[src/rtl/sr_cmd_gen.sv]
// Pushbutton front end for the gated SR latch: synchronise, debounce and edge-detect two buttons,
// then emit arbitrated, mutually exclusive s/r pulses qualified by en.
module sr_cmd_gen #(
    parameter int DB_CYCLES       = 16,
    parameter int PULSE_LEN       = 2,
    parameter int GAP_LEN         = 1,
    parameter int CONFLICT_POLICY = 0
) (
    input  logic clk,
    input  logic rst_n,
    input  logic btn_set,
    input  logic btn_rst,
    output logic s,
    output logic r,
    output logic en,
    output logic conflict,
    output logic dropped
);

    localparam int DB_W = $clog2(DB_CYCLES + 1);
    localparam logic [DB_W-1:0] DB_LAST = DB_W'(DB_CYCLES - 1);

    localparam int PG_MAX = (PULSE_LEN > GAP_LEN) ? PULSE_LEN : GAP_LEN;
    localparam int PC_W   = (PG_MAX > 1) ? $clog2(PG_MAX) : 1;
    localparam logic [PC_W-1:0] PULSE_LAST = PC_W'(PULSE_LEN - 1);
    localparam logic [PC_W-1:0] GAP_LAST   = PC_W'((GAP_LEN > 0) ? GAP_LEN - 1 : 0);

    localparam logic SET_WINS = (CONFLICT_POLICY == 1);
    localparam logic RST_WINS = (CONFLICT_POLICY == 2);

    // Channel 0 is the set button, channel 1 the reset button.
    logic [1:0] btn_raw;
    logic [1:0] press;

    assign btn_raw = {btn_rst, btn_set};

    generate
        for (genvar gi = 0; gi < 2; gi++) begin : g_chan
            logic            sync1_q;
            logic            sync2_q;
            logic            db_q;
            logic            db_prev_q;
            logic            press_q;
            logic [DB_W-1:0] cnt_q;

            always_ff @(posedge clk or negedge rst_n) begin
                if (!rst_n) begin
                    sync1_q <= 1'b0;
                    sync2_q <= 1'b0;
                end else begin
                    sync1_q <= btn_raw[gi];
                    sync2_q <= sync1_q;
                end
            end

            // Any cycle where the synchronised level agrees with db restarts the stability count.
            always_ff @(posedge clk or negedge rst_n) begin
                if (!rst_n) begin
                    db_q  <= 1'b0;
                    cnt_q <= '0;
                end else if (sync2_q == db_q) begin
                    cnt_q <= '0;
                end else if (cnt_q == DB_LAST) begin
                    db_q  <= ~db_q;
                    cnt_q <= '0;
                end else begin
                    cnt_q <= cnt_q + DB_W'(1);
                end
            end

            always_ff @(posedge clk or negedge rst_n) begin
                if (!rst_n) begin
                    db_prev_q <= 1'b0;
                    press_q   <= 1'b0;
                end else begin
                    db_prev_q <= db_q;
                    press_q   <= db_q & ~db_prev_q;
                end
            end

            assign press[gi] = press_q;
        end
    endgenerate

    typedef enum logic [1:0] {
        ST_IDLE,
        ST_PULSE,
        ST_GAP
    } state_t;

    state_t          state_q, state_d;
    logic [PC_W-1:0] pcnt_q, pcnt_d;
    logic            s_q, s_d;
    logic            r_q, r_d;
    logic            en_q, en_d;
    logic            conflict_q, conflict_d;
    logic            dropped_q, dropped_d;
    logic            want_set;
    logic            want_rst;

    // A same-cycle pair only yields a command when the policy names a winner.
    assign want_set = press[0] & (~press[1] | SET_WINS);
    assign want_rst = press[1] & (~press[0] | RST_WINS);

    always_ff @(posedge clk or negedge rst_n) begin
        if (!rst_n) begin
            state_q    <= ST_IDLE;
            pcnt_q     <= '0;
            s_q        <= 1'b0;
            r_q        <= 1'b0;
            en_q       <= 1'b0;
            conflict_q <= 1'b0;
            dropped_q  <= 1'b0;
        end else begin
            state_q    <= state_d;
            pcnt_q     <= pcnt_d;
            s_q        <= s_d;
            r_q        <= r_d;
            en_q       <= en_d;
            conflict_q <= conflict_d;
            dropped_q  <= dropped_d;
        end
    end

    always_comb begin
        state_d    = state_q;
        pcnt_d     = pcnt_q;
        s_d        = s_q;
        r_d        = r_q;
        en_d       = en_q;
        conflict_d = 1'b0;
        dropped_d  = 1'b0;

        case (state_q)
            ST_IDLE: begin
                s_d        = 1'b0;
                r_d        = 1'b0;
                en_d       = 1'b0;
                pcnt_d     = '0;
                conflict_d = press[0] & press[1];
                if (want_set || want_rst) begin
                    state_d = ST_PULSE;
                    en_d    = 1'b1;
                    s_d     = want_set;
                    r_d     = want_rst;
                end
            end
            ST_PULSE: begin
                dropped_d = |press;
                if (pcnt_q == PULSE_LAST) begin
                    s_d     = 1'b0;
                    r_d     = 1'b0;
                    en_d    = 1'b0;
                    pcnt_d  = '0;
                    state_d = (GAP_LEN == 0) ? ST_IDLE : ST_GAP;
                end else begin
                    pcnt_d = pcnt_q + PC_W'(1);
                end
            end
            ST_GAP: begin
                dropped_d = |press;
                s_d       = 1'b0;
                r_d       = 1'b0;
                en_d      = 1'b0;
                if (pcnt_q == GAP_LAST) begin
                    pcnt_d  = '0;
                    state_d = ST_IDLE;
                end else begin
                    pcnt_d = pcnt_q + PC_W'(1);
                end
            end
            default: begin
                state_d = ST_IDLE;
                pcnt_d  = '0;
                s_d     = 1'b0;
                r_d     = 1'b0;
                en_d    = 1'b0;
            end
        endcase
    end

    assign s        = s_q;
    assign r        = r_q;
    assign en       = en_q;
    assign conflict = conflict_q;
    assign dropped  = dropped_q;

endmodule

[config.mk]
export PLATFORM = sky130hd
export DESIGN_NAME = sr_cmd_gen
export DESIGN_NICKNAME = d
export VERILOG_FILES = /design/src/rtl/sr_cmd_gen.sv
export SDC_FILE = /design/constraint.sdc
export NUM_CORES = 1
export LEC_CHECK = 0
export BUFFER_PORTS_ARGS = -buffer_cell sky130_fd_sc_hd__clkbuf_2
export CAP_MARGIN = 20
export CORE_ASPECT_RATIO = 1.5
export CORE_MARGIN = 2
export CORE_UTILIZATION = 43
export CTS_BUF_LIST = sky130_fd_sc_hd__clkbuf_16
export CTS_CLUSTER_DIAMETER = 30
export DETAILED_ROUTE_END_ITERATION = 10
export PLACE_DENSITY = 0.58
export SETUP_SLACK_MARGIN = 0.5
export SLEW_MARGIN = 20
export SYNTH_ARGS = -nofsm -noshare
export SYNTH_HDL_FRONTEND = slang
export SYNTH_SLANG_ARGS = --single-unit
export TNS_END_PERCENT = 50
[constraint.sdc]
create_clock -name clk -period 1.8 [get_ports clk]
set_clock_uncertainty 0.05 [all_clocks]
set_input_delay 0.54 -clock clk [delete_from_list [all_inputs] [get_ports clk]]
set_output_delay 0.54 -clock clk [all_outputs]
set_load 0.01 [all_outputs]
==> metrics <==
drt drc=0; post-placement cell area=1220 um2; headroom to the max-slew limit=77.6%; clock transition at the registers of the reported paths=0.06 ns; CP Max Fanout=3; RD Place Congestion=0.756; fin nets=127; Core Footprint=2480 um2; fmax=656 MHz; P_leak=0.717 nW; Fin. Hold Viols=0; clk sinks=28; final setup violating endpoints=0; most frequent cells in the layout=28 x dfrtp_1, 9 x buf_4, 8 x clkbuf_2; Die ar.=3080 um2; PwrDens=847 nW/um2; Syn Inst Count=91; grt total ovfl=0; WL/cell=11.9 um; # rows=22; Max Buffers Root-to-Sink=2; sequential share of the synthesized area=61.7%; Total GRT Usage=12.9%; run status=complete, no violations; HPWL Detailed=1070 um; Worst Path Arrival=1.61 ns; Clock Latency Late Sink=0.25 ns; CTS tree=done; vias in the first global route=711; worst r2r src=state_q[0]; hold buffer count at CTS=0; 1st-pass router iterations=3; Ys Warns=0; Clock Tree Root=clkbuf_16; Initial Util=45.9%; layout cells sized above 1=34.2%; Inserted Diodes=0; crit path cell chain=inv_2 > ha_2 > mux2i_2 > a21boi_2 > mux2_4; crit path buf inv count=1; CP endpoint kind=flip-flop; critical path's top delay family=multiplexers; Hold Crit Class=in2async; first-pass GRT wire length=2830 um; Reg2Reg Setup Slack=0.28 ns; maxcap violations=0; Reg2Reg Depth=5; most common cell after layout, fill and taps aside=dfrtp_1; Slew Limit Fails=0; worst r2r dst=state_q[1]; routed wire length=1610 um; CP max stage delay=0.42 ns; Worst setup SP type=flip-flop; # IOs=9; Die W=46.0 um; Area growth, synth to finish=25.8%; Post-Syn Area=1140 um2; Tightest Pin Transition=0.336 ns; VDD IR-drop max=0.650 mV; number of synthesized register bits=28; DR vias=664; DR vias/cell=4.92; antenna-violating nets left=0; initial antenna violation count=0; minimum clock period=1.52 ns; Syn Area/Cell=12.5 um2; # port buffers=8; WP data required=1.89 ns; DRT iter0 DRCs=6; fin area=1430 um2; syn nets=105; RSZ-0062 raised after global routing=true; largest net degree at the start of global routing=29; Final TNS setup=0 ns; Yosys cell types=17; Tcrit/Tclk final=84.7%; Setup CP Type=reg2reg; number of buffers created by CTS=3; htree depth=1; Die Y=67.0 um; slowest CP cell=dfrtp_1
worst max-delay path by stage:
stage / endpoint / cells past startpoint / start / slack [ns]
6_report: state_q[1] / 5 / state_q[0] / 0.28
5_1_grt: state_q[1] / 5 / state_q[0] / 0.22
4_1_cts: state_q[1] / 5 / state_q[1] / 0.31
3_5_place_dp: state_q[1] / 5 / state_q[0] / 0.25
3_3_place_gp: state_q[1] / 5 / state_q[0] / 0.33
2_1_floorplan: state_q[1] / 5 / state_q[0] / 0.37
flip-flops by register name, indices dropped and copies added (netlist names), 2 cells and up:
name              cells
g_chan.db_q           2
g_chan.press_q        2
g_chan.sync1_q        2
g_chan.cnt_q         10
g_chan.sync2_q        2
g_chan.db_prev_q      2
state_q               2
cell families after synthesis:
logic type / Yosys count / synth area share (%)
buffers and inverters: 8 / 2.64
muxes: 4 / 4.18
AOI/OAI and AO/OA: 8 / 4.30
xor gates and xnor gates: 6 / 4.63
and+or+nand+nor: 27 / 11.6
adders and majority gates: 10 / 11.0
DFF: 28 / 61.7
synth_stat cells, drive strengths merged:
library cell,number,area [um2]
dfrtp,28,701
nand3,4,20.0
and2,4,25.0
inv,8,30.0
mux2i,1,10.0
nor2b,4,25.0
nor2,8,30.0
xor2,6,52.6
and3,2,12.5
mux2,3,37.5
a21oi,2,10.0
o21ai,4,20.0
ha,10,125
nand2,5,18.8
a21boi,1,11.3
o31ai,1,7.51
final cells by class:
class | instances | area (um2)
multi-input cells | 55 | 485
well taps | 24 | 30.0
flip-flops and latches | 28 | 701
clock buffers | 3 | 75.1
fillers | 200 | 1050
inverters | 8 | 30.0
repair buffers | 17 | 108
metrics by stage:
| stage | cells | power (mW) | util [%] | setup WS (ns) | hold slack [ns] |
|---|---|---|---|---|---|
| finish | 135 | 1.21 | 57.7 | 0.275 | 0.224 |
| global route | 135 | 1.27 | 57.7 | 0.225 | 0.257 |
| CTS | 132 | 1.22 | 54.3 | 0.309 | 0.237 |
| detailed placement | 124 | 0.725 | 49.1 | 0.254 | 0.291 |
| global placement | 124 | 0.722 | 49.1 | 0.331 | 0.283 |
| floorplan | 91 | 0.698 | - | 0.371 | 0.194 |
metal layers:
layer,GRT usage (%),vias up,share of wire (%)
li1,-,332,-
met1,13.4,317,40
met2,21.7,11,55
met3,2.98,4,2.3
met4,8.93,0,1.8
met5,0,-,0
where the power goes:
part	switching (mW)	internal (mW)	total [mW]
registers	0.0148	0.646	0.661
logic	0.0376	0.0357	0.0733
clock network	0.182	0.294	0.476
what timing repair did:
action,in CTS,in global routing
resized for setup,5,13
setup endpoints to repair,12,18
pin swaps,2,2
setup buffers,5,3
worst reg2reg max path, stage by stage, from the launching register on:
cell and delay, ns:
dfrtp_1 0.42, inv_2 0.05, ha_2 0.17, mux2i_2 0.18, a21boi_2 0.22, mux2_4 0.32
Note: power is estimated with default switching activity, not from simulation.
